[src/rtl/vga_scan_controller.sv]
// vga_scan_controller
//   Generates VGA scan timing (640x480@60 Hz by default). It presents a linear
//   pixel address to the renderer and takes the renderer's colour back. Sync and
//   blank are delayed by the renderer's pipeline latency so that RGB, sync and
//   blank reach the DAC aligned with each other.
//
// Ports
//   iClock       in   system clock (the only clock)
//   iResetN      in   asynchronous active-low reset
//   iPixel       in   {R,G,B} for the address issued PIPE_TICKS ticks earlier
//   oAddress     out  linear pixel address y*H_VISIBLE+x for the renderer
//   oVGAR/G/B    out  colour to the DAC, forced to 0 during blanking
//   oHSync       out  active-low horizontal sync
//   oVSync       out  active-low vertical sync
//   oBlankN      out  high while a visible pixel is on the DAC
//   oSyncN       out  constant 0 (no sync-on-green)
//   oVGAClock    out  DAC pixel clock, rises mid-way through each pixel
//   oFrameStart  out  one-cycle pulse when pixel (0,0) is issued
module vga_scan_controller #(
  parameter int CLK_DIV    = 2,
  parameter int H_VISIBLE  = 640,
  parameter int H_FRONT    = 16,
  parameter int H_SYNC     = 96,
  parameter int H_BACK     = 48,
  parameter int V_VISIBLE  = 480,
  parameter int V_FRONT    = 10,
  parameter int V_SYNC     = 2,
  parameter int V_BACK     = 33,
  parameter int PIPE_TICKS = 1
) (
  input  logic        iClock,
  input  logic        iResetN,
  input  logic [23:0] iPixel,
  output logic [18:0] oAddress,
  output logic [7:0]  oVGAR,
  output logic [7:0]  oVGAG,
  output logic [7:0]  oVGAB,
  output logic        oHSync,
  output logic        oVSync,
  output logic        oBlankN,
  output logic        oSyncN,
  output logic        oVGAClock,
  output logic        oFrameStart
);

  localparam int H_TOTAL = H_VISIBLE + H_FRONT + H_SYNC + H_BACK;
  localparam int V_TOTAL = V_VISIBLE + V_FRONT + V_SYNC + V_BACK;
  localparam int PW      = $clog2(CLK_DIV);
  localparam int HW      = $clog2(H_TOTAL);
  localparam int VW      = $clog2(V_TOTAL);

  localparam logic [PW-1:0] PHASE_LAST = PW'(CLK_DIV - 1);
  localparam logic [PW-1:0] PHASE_HALF = PW'(CLK_DIV / 2);
  localparam logic [HW-1:0] H_LAST     = HW'(H_TOTAL - 1);
  localparam logic [HW-1:0] H_VIS      = HW'(H_VISIBLE);
  localparam logic [HW-1:0] HS_START   = HW'(H_VISIBLE + H_FRONT);
  localparam logic [HW-1:0] HS_END     = HW'(H_VISIBLE + H_FRONT + H_SYNC);
  localparam logic [VW-1:0] V_LAST     = VW'(V_TOTAL - 1);
  localparam logic [VW-1:0] V_VIS      = VW'(V_VISIBLE);
  localparam logic [VW-1:0] VS_START   = VW'(V_VISIBLE + V_FRONT);
  localparam logic [VW-1:0] VS_END     = VW'(V_VISIBLE + V_FRONT + V_SYNC);
  localparam logic [18:0]   ADDR_LAST  = 19'(H_VISIBLE * V_VISIBLE - 1);

  // Delay-line entry bit positions and the inactive value (sync high, blank low).
  localparam int DL_HS = 2;
  localparam int DL_VS = 1;
  localparam int DL_BL = 0;
  localparam logic [2:0] DL_IDLE = 3'b110;

  logic [PW-1:0] phase_q, phase_d;
  logic [HW-1:0] h_q, h_d;
  logic [VW-1:0] v_q, v_d;
  logic [18:0]   addr_q, addr_d;
  logic [2:0]    dly_q [PIPE_TICKS];
  logic [2:0]    dly_d [PIPE_TICKS];
  logic          hsync_q, hsync_d;
  logic          vsync_q, vsync_d;
  logic          blank_n_q, blank_n_d;
  logic [23:0]   rgb_q, rgb_d;
  logic          vga_clk_q, vga_clk_d;
  logic          frame_start_q, frame_start_d;

  logic       tick;
  logic       visible;
  logic [2:0] raw;
  logic [2:0] dly_out;

  assign tick    = (phase_q == PHASE_LAST);
  assign visible = (h_q < H_VIS) && (v_q < V_VIS);
  assign raw[DL_HS] = !((h_q >= HS_START) && (h_q < HS_END));
  assign raw[DL_VS] = !((v_q >= VS_START) && (v_q < VS_END));
  assign raw[DL_BL] = visible;
  assign dly_out    = dly_q[PIPE_TICKS-1];

  always_comb begin
    phase_d       = tick ? '0 : phase_q + 1'b1;
    h_d           = h_q;
    v_d           = v_q;
    addr_d        = addr_q;
    hsync_d       = hsync_q;
    vsync_d       = vsync_q;
    blank_n_d     = blank_n_q;
    rgb_d         = rgb_q;
    frame_start_d = 1'b0;
    for (int i = 0; i < PIPE_TICKS; i++) dly_d[i] = dly_q[i];

    if (tick) begin
      if (h_q == H_LAST) begin
        h_d = '0;
        v_d = (v_q == V_LAST) ? '0 : v_q + 1'b1;
        // Only the wrap into (0,0) pulses; leaving reset at (0,0) does not.
        frame_start_d = (v_q == V_LAST);
      end else begin
        h_d = h_q + 1'b1;
      end

      // Counting only visible pixels makes the address hold the next line's
      // start through h-blank and 0 through v-blank without a multiplier.
      if (visible) addr_d = (addr_q == ADDR_LAST) ? '0 : addr_q + 1'b1;

      dly_d[0] = raw;
      for (int i = 1; i < PIPE_TICKS; i++) dly_d[i] = dly_q[i-1];

      hsync_d   = dly_out[DL_HS];
      vsync_d   = dly_out[DL_VS];
      blank_n_d = dly_out[DL_BL];
      rgb_d     = dly_out[DL_BL] ? iPixel : 24'h0;
    end

    vga_clk_d = (phase_d >= PHASE_HALF);
  end

  always_ff @(posedge iClock or negedge iResetN) begin
    if (!iResetN) begin
      phase_q       <= '0;
      h_q           <= '0;
      v_q           <= '0;
      addr_q        <= '0;
      for (int i = 0; i < PIPE_TICKS; i++) dly_q[i] <= DL_IDLE;
      hsync_q       <= 1'b1;
      vsync_q       <= 1'b1;
      blank_n_q     <= 1'b0;
      rgb_q         <= '0;
      vga_clk_q     <= 1'b0;
      frame_start_q <= 1'b0;
    end else begin
      phase_q       <= phase_d;
      h_q           <= h_d;
      v_q           <= v_d;
      addr_q        <= addr_d;
      for (int i = 0; i < PIPE_TICKS; i++) dly_q[i] <= dly_d[i];
      hsync_q       <= hsync_d;
      vsync_q       <= vsync_d;
      blank_n_q     <= blank_n_d;
      rgb_q         <= rgb_d;
      vga_clk_q     <= vga_clk_d;
      frame_start_q <= frame_start_d;
    end
  end

  assign oAddress    = addr_q;
  assign oVGAR       = rgb_q[23:16];
  assign oVGAG       = rgb_q[15:8];
  assign oVGAB       = rgb_q[7:0];
  assign oHSync      = hsync_q;
  assign oVSync      = vsync_q;
  assign oBlankN     = blank_n_q;
  assign oSyncN      = 1'b0;
  assign oVGAClock   = vga_clk_q;
  assign oFrameStart = frame_start_q;

endmodule

[config.mk]
export PLATFORM = sky130hd
export DESIGN_NAME = vga_scan_controller
export DESIGN_NICKNAME = d
export VERILOG_FILES = /design/src/rtl/vga_scan_controller.sv
export SDC_FILE = /design/constraint.sdc
export NUM_CORES = 1
export LEC_CHECK = 0
export ABC_AREA = 1
export CORE_MARGIN = 10
export CORE_UTILIZATION = 30
export DETAILED_ROUTE_END_ITERATION = 8
export PLACE_DENSITY = 0.63
export SYNTH_ARGS = -nofsm -noshare
export SYNTH_HDL_FRONTEND = slang
export SYNTH_SLANG_ARGS = --single-unit
[constraint.sdc]
create_clock -name iClock -period 1.38 [get_ports iClock]
set_input_delay 0.345 -clock iClock [delete_from_list [all_inputs] [get_ports iClock]]
set_output_delay 0.345 -clock iClock [all_outputs]
set_load 0.05 [all_outputs]
==> results by group, run 1 <==
Status
  – Status: finished, violations left
  – Failing checks: negative setup slack

Worst setup path
  – Crit path DAT: 1130 ps
  – Slowest CP cell: dfrtp_2
  – CP Class: register to output port
  – Critical Path Most Common Cell: buf_6
  – Max incr delay on CP: 410 ps
  – Worst R2R Path Depth: 10
  – Crit path buffers/inverters: 3
  – CP Cell Sequence: buf_6 -> buf_6 -> buf_12
  – Worst reg2reg setup slack: -50 ps
  – CP top delay family: flip-flops
  – Required time of the critical path: roughly 1000 ps
  – Critical path launch point type: register
  – RR Endpoint: oAddress[15]$_DFFE_PN0P_
  – Crit end category: output port
  – Crit Path Max Fanout: 2
  – Reg2reg start: phase_q$_DFF_PN0_

Finish
  – Fraction of layout cells with a size suffix above 1: approximately 41%
  – Final #Nets: approximately 660
  – Post-layout util: a little over half
  – Commonest non-fill, non-tap cells in the layout: nand2_1 (128), buf_4 (61), buf_12 (52), nand3_1 (46), dfrtp_1 (46)
  – Diodes inserted: 0
  – Filler cell count: 1037
  – Synth-to-Final Area Change: 75.4%
  – Final Cell Area: ~6500 um2
  – Commonest non-fill, non-tap cell in the layout: nand2_1
  – Non-Filler Instances: roughly 800

Detailed routing
  – Post-Route WL: about 12000 um
  – Routed WL per cell: ~15 um
  – Drt pass-1 iters: 4
  – DRC: 0
  – Routed Antenna Nets: 0
  – Iter 0 DRT Violations: between 200 and 300
  – Via count: between 3000 and 4000
  – Via density: just under 5

Placed design
  – Port Buffers: 73
  – DP HPWL: 7480 um
  – Placed Instances: 718
  – Placed cell area: about 5500 um2
  – Gpl congestion: between 0.8 and 0.9

Yosys
  – Adder-cell share of the synthesized area: under 10%
  – Register area share after synthesis: 48.4%
  – Synth Warn #: 0
  – Post-synthesis simple-gate area fraction: a little over a third
  – Complex-gate fraction of the synthesized area: approximately 4.7%
  – Synth Area in XOR/XNOR: about 3.1%
  – Mux contribution to synthesized area: 0%
  – Mapped Cells: 466
  – Syn avg cell area: roughly 8 um2
  – Post-Syn Area: approximately 3700 um2
  – Net Count, Synth: between 400 and 500
  – Post-synthesis sequential element count: between 70 and 80
  – Largest family of logic cells by synthesized area: simple AND/OR/NAND/NOR gates
  – Yosys cell types: 34

Global route
  – Overflow after GRT: 0
  – First-pass GRT wire length: about 17000 um
  – Largest net degree at the start of global routing: 36
  – Vias in the first global route: 3747
  – Global Route Usage Sum: around an eighth
  – Initial antenna violation count: 0

Pwr
  – Maximum vdd drop: 0.677 mV
  – Clk pwr share: 45.3%
  – Comb power frac: about a tenth
  – Switching Fraction: between 20% and 30%
  – Internal power: 3.60 mW
  – Switching power: approximately 1.2 mW
  – Flop pwr share: ~45%
  – Pwr dens: 738 nW/um2
  – Pleak: between 2 and 3 nW

Timing
  – Pins Over Slew Limit: 0
  – WHS: ~450 ps
  – RSZ-0062 raised after global routing: true
  – Final Setup Violations: 17
  – Period utilisation layout: 107%
  – Clock skew: around 5.0 ps
  – Final Hold Viols: 0
  – Setup slack after layout: -99.9 ps
  – Fmax: ~680 MHz
  – Setup TNS: -354 ps
  – Fin crit period: 1480 ps

Clocking
  – CTS tree: built
  – CTS H-tree depth: 3
  – CTS sink count: 71
  – Clk slew on worst S/H paths: roughly 60 ps
  – CTS root buffer: clkbuf_16
  – CTS Buf Count: 9
  – Latest clock arrival within the worst-skew pair: between 300 and 400 ps
  – CTS max path bufs: 2

Floorplanning
  – Die Y: around 130 um
  – Die X: between 100 and 150 um
  – Initial Util: about 30%
  – Die area: between 15000 and 20000 um2
  – Core Footprint: approximately 12000 um2
  – Ports: 75
  – # rows: 40

Worst hold path
  – HP Class: input port to async pin

Flow run
  – MaxCap Viol Count: 0
## area by class of cell
cell class / count / area, um2 / share of cell area [%]
timing repair buffer: 165 / 2080 / 32.2
multi-input combinational: 336 / 1940 / 30.0
sequential: 71 / 1810 / 28.0
clock buffer: 10 / 239 / 3.70
tap: 147 / 184 / 2.85
inverter: 45 / 174 / 2.69
clock inverter: 6 / 36.3 / 0.562
## stage by stage
step                      total power [mW]  worst slack, ps
after floorplan                       2.34            -72.8
after global placement                2.65             21.7
after detailed placement              2.65            -40.7
after CTS                             4.83            -97.5
after global routing                  4.95             -124
final                                 4.76            -99.9
## registers in the layout (all words and copies together) (netlist names)
register	flops
phase_q	1
oAddress	19
oFrameStart	1
v_q	10
oVSync	1
h_q	10
dly_out	3
oHSync	1
oBlankN	1
rgb_q	24
## routing by layer
metal  global-route usage (%)  vias up  part of all wire (%)
li1                         -     1830                     -
met1                     12.9     1840                    38
met2                     22.2      108                    53
met3                     5.92       20                   7.6
met4                     5.04        0                   1.4
met5                        0        -                     0
## worst reg2reg max path, cell delays in order (launching register included)
cell and delay (ps):
dfrtp_2 370, buf_4 130, inv_4 60, nor2_4 80, nand3_2 80, nor2_4 210, buf_6 160, nand3_1 70
nand2_1 70, inv_1 40, nor2_1 100
## what timing repair did
item / in CTS / in global routing
endpoints found under the setup margin: 36 / 54
pin swaps: 13 / 25
hold buffers: 1 / 0
endpoints found under the hold margin: 9 / 0
resized for setup: 35 / 67
cloned: 1 / 2
buffers inserted: 19 / 27
## cells by family (layout without fill, tap and decap cells)
family / count (synthesis) / after routing
simple gates: 285 / 286
flops: 71 / 71
buf+inv: 60 / 226
compound gates: 31 / 31
xor+xnor: 13 / 13
fa+ha+maj: 5 / 5
other cells: 1 / 1
## power by group through the flow
stage | Clock (mW) | Sequential (mW) | Combinational [mW]
2_1_floorplan | 0 | 2.30 | 0.0375
3_3_place_gp | 0 | 2.19 | 0.454
3_5_place_dp | 0 | 2.19 | 0.457
6_report | 2.16 | 2.16 | 0.450
5_1_grt | 2.31 | 2.16 | 0.479
4_1_cts | 2.21 | 2.16 | 0.460
## synthesized netlist by cell type
library cell  number  area share (%)
xnor2_1            5             1.2
inv_2              2            0.20
a21oi_1            6            0.82
nor2_2             2            0.34
nor2_1            36             3.7
xor2_1             8             1.9
nor4_4             1            0.58
or2_2              2            0.34
ha_1               5             1.7
nand4_2            1            0.34
buf_6              2            0.61
dfrtp_1           67              46
nor3_1            10             1.4
nand3_1           59             8.0
a41oi_1            1            0.24
o21ai_1            5            0.68
nor2_4             6             1.8
nand2_1          148              15
nand4_1           15             2.5
buf_1              5            0.51
o211ai_1           1            0.20
o21bai_1           2            0.41
a21o_1             1            0.20
o21ai_0           14             1.9
conb_1             1            0.10
o21ai_2            1            0.24
clkbuf_1           4            0.41
buf_2              3            0.41
inv_1             43             4.4
nor3_2             1            0.27
nand3b_1           2            0.41
nand3_2            2            0.54
dfstp_2            4             2.9
buf_4              1            0.20
## how the worst max path moves through the flow
stage,to,cells after the start,start
6_report,oVGAClock,3,phase_q$_DFF_PN0_
3_3_place_gp,h_q[8]$_DFFE_PN0P_,8,h_q[0]$_DFFE_PN0P_
5_1_grt,oAddress[15]$_DFFE_PN0P_,10,phase_q$_DFF_PN0_
2_1_floorplan,oAddress[18]$_DFFE_PN0P_,8,phase_q$_DFF_PN0_
3_5_place_dp,v_q[3]$_DFFE_PN0P_,7,h_q[0]$_DFFE_PN0P_
4_1_cts,oVGAClock,3,phase_q$_DFF_PN0_
Power figures use the tool's default switching activity.
==> run 2: changes to the inputs <==
Settings changed: CAP_MARGIN set to 0.
==> results of run 2 <==
No change in the layout: final DEF, timing and power equal those of run 1.
==> RTL change 1: new RTL, flow settings as in run 2 <==
Add an input register stage for `iPixel`; this delays it by one clock.
--- a/src/rtl/vga_scan_controller.sv
+++ b/src/rtl/vga_scan_controller.sv
@@ -67,6 +67,12 @@
   localparam int DL_BL = 0;
   localparam logic [2:0] DL_IDLE = 3'b110;
 
+  logic [23:0] iPixel_q;
+
+  always_ff @(posedge iClock) begin
+    iPixel_q <= iPixel;
+  end
+
   logic [PW-1:0] phase_q, phase_d;
   logic [HW-1:0] h_q, h_d;
   logic [VW-1:0] v_q, v_d;
@@ -124,7 +130,7 @@
       hsync_d   = dly_out[DL_HS];
       vsync_d   = dly_out[DL_VS];
       blank_n_d = dly_out[DL_BL];
-      rgb_d     = dly_out[DL_BL] ? iPixel : 24'h0;
+      rgb_d     = dly_out[DL_BL] ? iPixel_q : 24'h0;
     end
 
     vga_clk_d = (phase_d >= PHASE_HALF);
Formal check against the unedited RTL: not equivalent (Yosys sat finds a counterexample within 10 cycles, from zero or initial values and one cycle with iResetN low).
==> RTL change 1 against run 2 <==
The flow still finishes with violations (negative setup slack). Wire length is 6.2% higher. Final cell count rose by 9.1%. Sequential share of layout area is 4.4 points higher. Sequential cell count is 24 higher. Worst setup slack improved by 4.6 ps. Total power rose by 24%. Area after synthesis grew 12%. Cell area up 9.2%. Combinational power decreased by 2%. Worst hold slack worse by 430 ps. Sequential power grew 34%. Clock skew increased by 4.7 ps. Critical path type unchanged.
==> RTL change 1: results <==
export IMPL_pwr_share_comb_pct=7.4
export IMPL_inverters=49
export IMPL_outcome="finished with violations"
export IMPL_layout_nonclk_buf_share_pct=29.9
export IMPL_fin_util_pct=52.8
export IMPL_use_met2_pct=19.9
export IMPL_ir_worst_vdd_v=0.000820
export IMPL_synth_fa_ha_area_share_pct=1.52
export IMPL_routabilityCongestion=0.871
export IMPL_ys_ff_latch=95
export IMPL_setup_viol=27
export IMPL_async_reset_ff_share_pct=74.7
export IMPL_clock_skew_ps=9.68
export IMPL_setup_tns_ps=-575
export IMPL_drive_gt1_share_pct=40.0
export IMPL_placed_area_mm2=0.00598
export IMPL_netlist_top_cells_area="dfrtp_1 41%, nand2_1 14%, dfxtp_1 12%, nand3_1 7.5%, nor2_1 5.2%"
export IMPL_synthDistinctLibCells=32
export IMPL_violations="negative setup slack"
export IMPL_synthCells=500
export IMPL_grt_met1_usage_pct=15.4
export IMPL_synth_top_cell_area_share_pct=40.7
export IMPL_multi_input_cells=340
export IMPL_totalWireLength_um=12300
export IMPL_r2r_start="oAddress[7]$_DFFE_PN0P_"
export IMPL_nNetsFinal=701
export IMPL_clockBufferCount=11
export IMPL_syn_nets=531
export IMPL_dr_first_iter_drc_count=289
export IMPL_grt_use_total_pct=13.0
export IMPL_yosysSeqAreaShare_pct=54.9
export IMPL_leakage_nw=3.28
export IMPL_dp_cells=789
export IMPL_layout_setup_ws_ps=-95.2
export IMPL_ys_top_cells_by_count="151 x nand2_1, 67 x dfrtp_1, 62 x nand3_1"
export IMPL_met2_length_um=5710
export IMPL_fill_cells=1168
export IMPL_grt_max_degree=72
export IMPL_place_ws_ps=-84.9
export IMPL_multi_input_area_mm2=0.00195
export IMPL_p_seq_mw=2.90
RTL change 1: cell count changes in the layout (fill, tap and decap cells not counted), moves of 5 or more:
cell / change
buf_4: +12
dfxtp_1: +24
nand2_1: +7
nand2_2: -7
nor2_2: +11
o21ai_2: -5
xor2_1: +5
RTL change 1: worst paths after layout:
| kind | cells past startpoint | endpoint | slack (ps) |
|---|---|---|---|
| hold / removal | 2 | rgb_q[10]$_DFFE_PN0P_ | 10 |
| max in group asynchronous | 2 | oVSync$_DFFE_PN1P_ | 1020 |
| hold reg to reg | 2 | rgb_q[5]$_DFFE_PN0P_ | 440 |
| setup / recovery | 3 | oVGAClock | -100 |
| setup reg to reg | 9 | oAddress[13]$_DFFE_PN0P_ | -50 |
| min in group iClock | 1 | iPixel_q[19]$_DFF_P_ | 430 |
RTL change 1: worst max-delay path, delay by kind of cell (launching register included):
| family | cells | cell delay [ps] |
|---|---|---|
| buf+inv | 3 | 370 |
| flops | 1 | 410 |
==> RTL change 2: new RTL, config.mk and constraints of run 2 <==
Made on the original files. `V_SYNC`: 2 -> 4.
--- a/src/rtl/vga_scan_controller.sv
+++ b/src/rtl/vga_scan_controller.sv
@@ -24,7 +24,7 @@
   parameter int H_BACK     = 48,
   parameter int V_VISIBLE  = 480,
   parameter int V_FRONT    = 10,
-  parameter int V_SYNC     = 2,
+  parameter int V_SYNC     = 4,
   parameter int V_BACK     = 33,
   parameter int PIPE_TICKS = 1
 ) (
Formal check against the unedited RTL: same outputs for any inputs over 10 cycles, from zero or initial values and one cycle with iResetN low; that may be too few to reach the edited logic, so the function may still have changed.
==> RTL change 2 against run 2 <==
Cell area shrank 3.4%. The run still ends with negative setup slack left. Global-route usage shrank 0.063 points. Wire length shrank 1.8%. Highest routed layer unchanged. Worst setup slack gained 11 ps. Synthesized cell count shrank 1.3%. Area after synthesis shrank 1.6%. Sequential cell count is the same. Total power shrank 0.13%. Fmax grew 0.73%.
==> RTL change 2: results <==
export IMPL_cpPeakStageDelay_ps=440
export IMPL_grt_pass1_wl_um=17400
export IMPL_crit_path_start="h_q[0]$_DFFE_PN0P_"
export IMPL_met3_length_um=1140
export IMPL_grt_use_total_pct=12.6
export IMPL_ir_worst_vdd_v=0.000811
export IMPL_grt_max_degree=72
export IMPL_muxShareOfSynthArea_pct=0
export IMPL_netlist_top_cells_area="dfrtp_1 46%, nand2_1 16%, nand3_1 6.9%, inv_1 4.5%, nor2_1 3.5%"
export IMPL_routabilityCongestion=0.863
export IMPL_arrival_ps=1680
export IMPL_layout_setup_ws_ps=-89.2
export IMPL_swShare_pct=23.2
export IMPL_yosysSeqAreaShare_pct=49.2
export IMPL_pwr_share_comb_pct=9.3
export IMPL_grt_met1_usage_pct=13.8
export IMPL_rr_worst_depth=5
export IMPL_clock_skew_ps=9.77
export IMPL_met2_length_um=5380
export IMPL_synth_compound_area_share_pct=4.25
export IMPL_setup_viol=27
export IMPL_leakage_nw=2.87
export IMPL_async_reset_ff_share_pct=100
export IMPL_critPathSlowestCell="dfrtp_1"
export IMPL_cts_root_buffer="clkbuf_16"
export IMPL_critical_path_endpoint="oFrameStart$_DFF_PN0_"
export IMPL_use_met2_pct=20.8
export IMPL_met1Wirelength_um=4550
export IMPL_ys_top_cells_by_count="151 x nand2_1, 67 x dfrtp_1, 50 x nand3_1"
export IMPL_dr_first_iter_drc_count=262
export IMPL_placed_area_mm2=0.00530
export IMPL_outcome="finished with violations"
export IMPL_syn_nets=491
export IMPL_drive_gt1_share_pct=39.5
export IMPL_violations="negative setup slack"
export IMPL_vias=3686
export IMPL_synthDistinctLibCells=38
export IMPL_crit_path_max_fanout=5
export IMPL_wl_per_cell_um=14.8
export IMPL_dr_pass1_iters=5
export IMPL_synth_xor_area_share_pct=2.62
export IMPL_setup_tns_ps=-1150
RTL change 2: cell type report:
type / instances / area, um^2 / area share (%)
Clock inverter: 1 / 7.51 / 0.120
Multi-Input combinational cell: 329 / 1870 / 30.0
Timing Repair Buffer: 157 / 1930 / 30.9
Clock buffer: 15 / 268 / 4.29
Inverter: 47 / 181 / 2.91
Sequential cell: 71 / 1800 / 28.8
Tap cell: 147 / 184 / 2.95
RTL change 2: worst max-delay path, delay by kind of cell, from the launching register on:
family / cells / cell delay, ps
AND/OR/NAND/NOR: 3 / 670
flip-flops: 1 / 440
buffers and inverters: 1 / 40
adder cells (fa/ha/maj): 1 / 200
RTL change 2: through the flow:
stage          hold slack (ps)  setup WS [ps]  utilization, %  power (mW)  cells
6_report                  36.2          -89.2            52.4        4.76    767
5_1_grt                   81.5           -187            52.4        4.92    767
4_1_cts                   59.8          -32.0            48.7        4.83    741
3_5_place_dp               411          -61.9            44.5        2.65    705
3_3_place_gp               406           10.8            44.5        2.64    705
2_1_floorplan             49.4           -139               -        2.34    460
RTL change 2: timing repair:
action,in CTS,in global routing
buffers inserted,20,24
pin swaps,7,30
gates cloned,0,2
resized for setup,22,79
endpoints found under the setup margin,27,53
RTL change 2: worst min-delay path by stage:
stage,endpoint,slack (ps),depth (start not counted)
6_report,v_q[6]$_DFFE_PN0P_,40,2
5_1_grt,oAddress[12]$_DFFE_PN0P_,80,2
4_1_cts,v_q[6]$_DFFE_PN0P_,60,2
3_5_place_dp,oFrameStart$_DFF_PN0_,410,2
3_3_place_gp,oFrameStart$_DFF_PN0_,410,2
2_1_floorplan,dly_out[0]$_DFFE_PN0P_,50,0
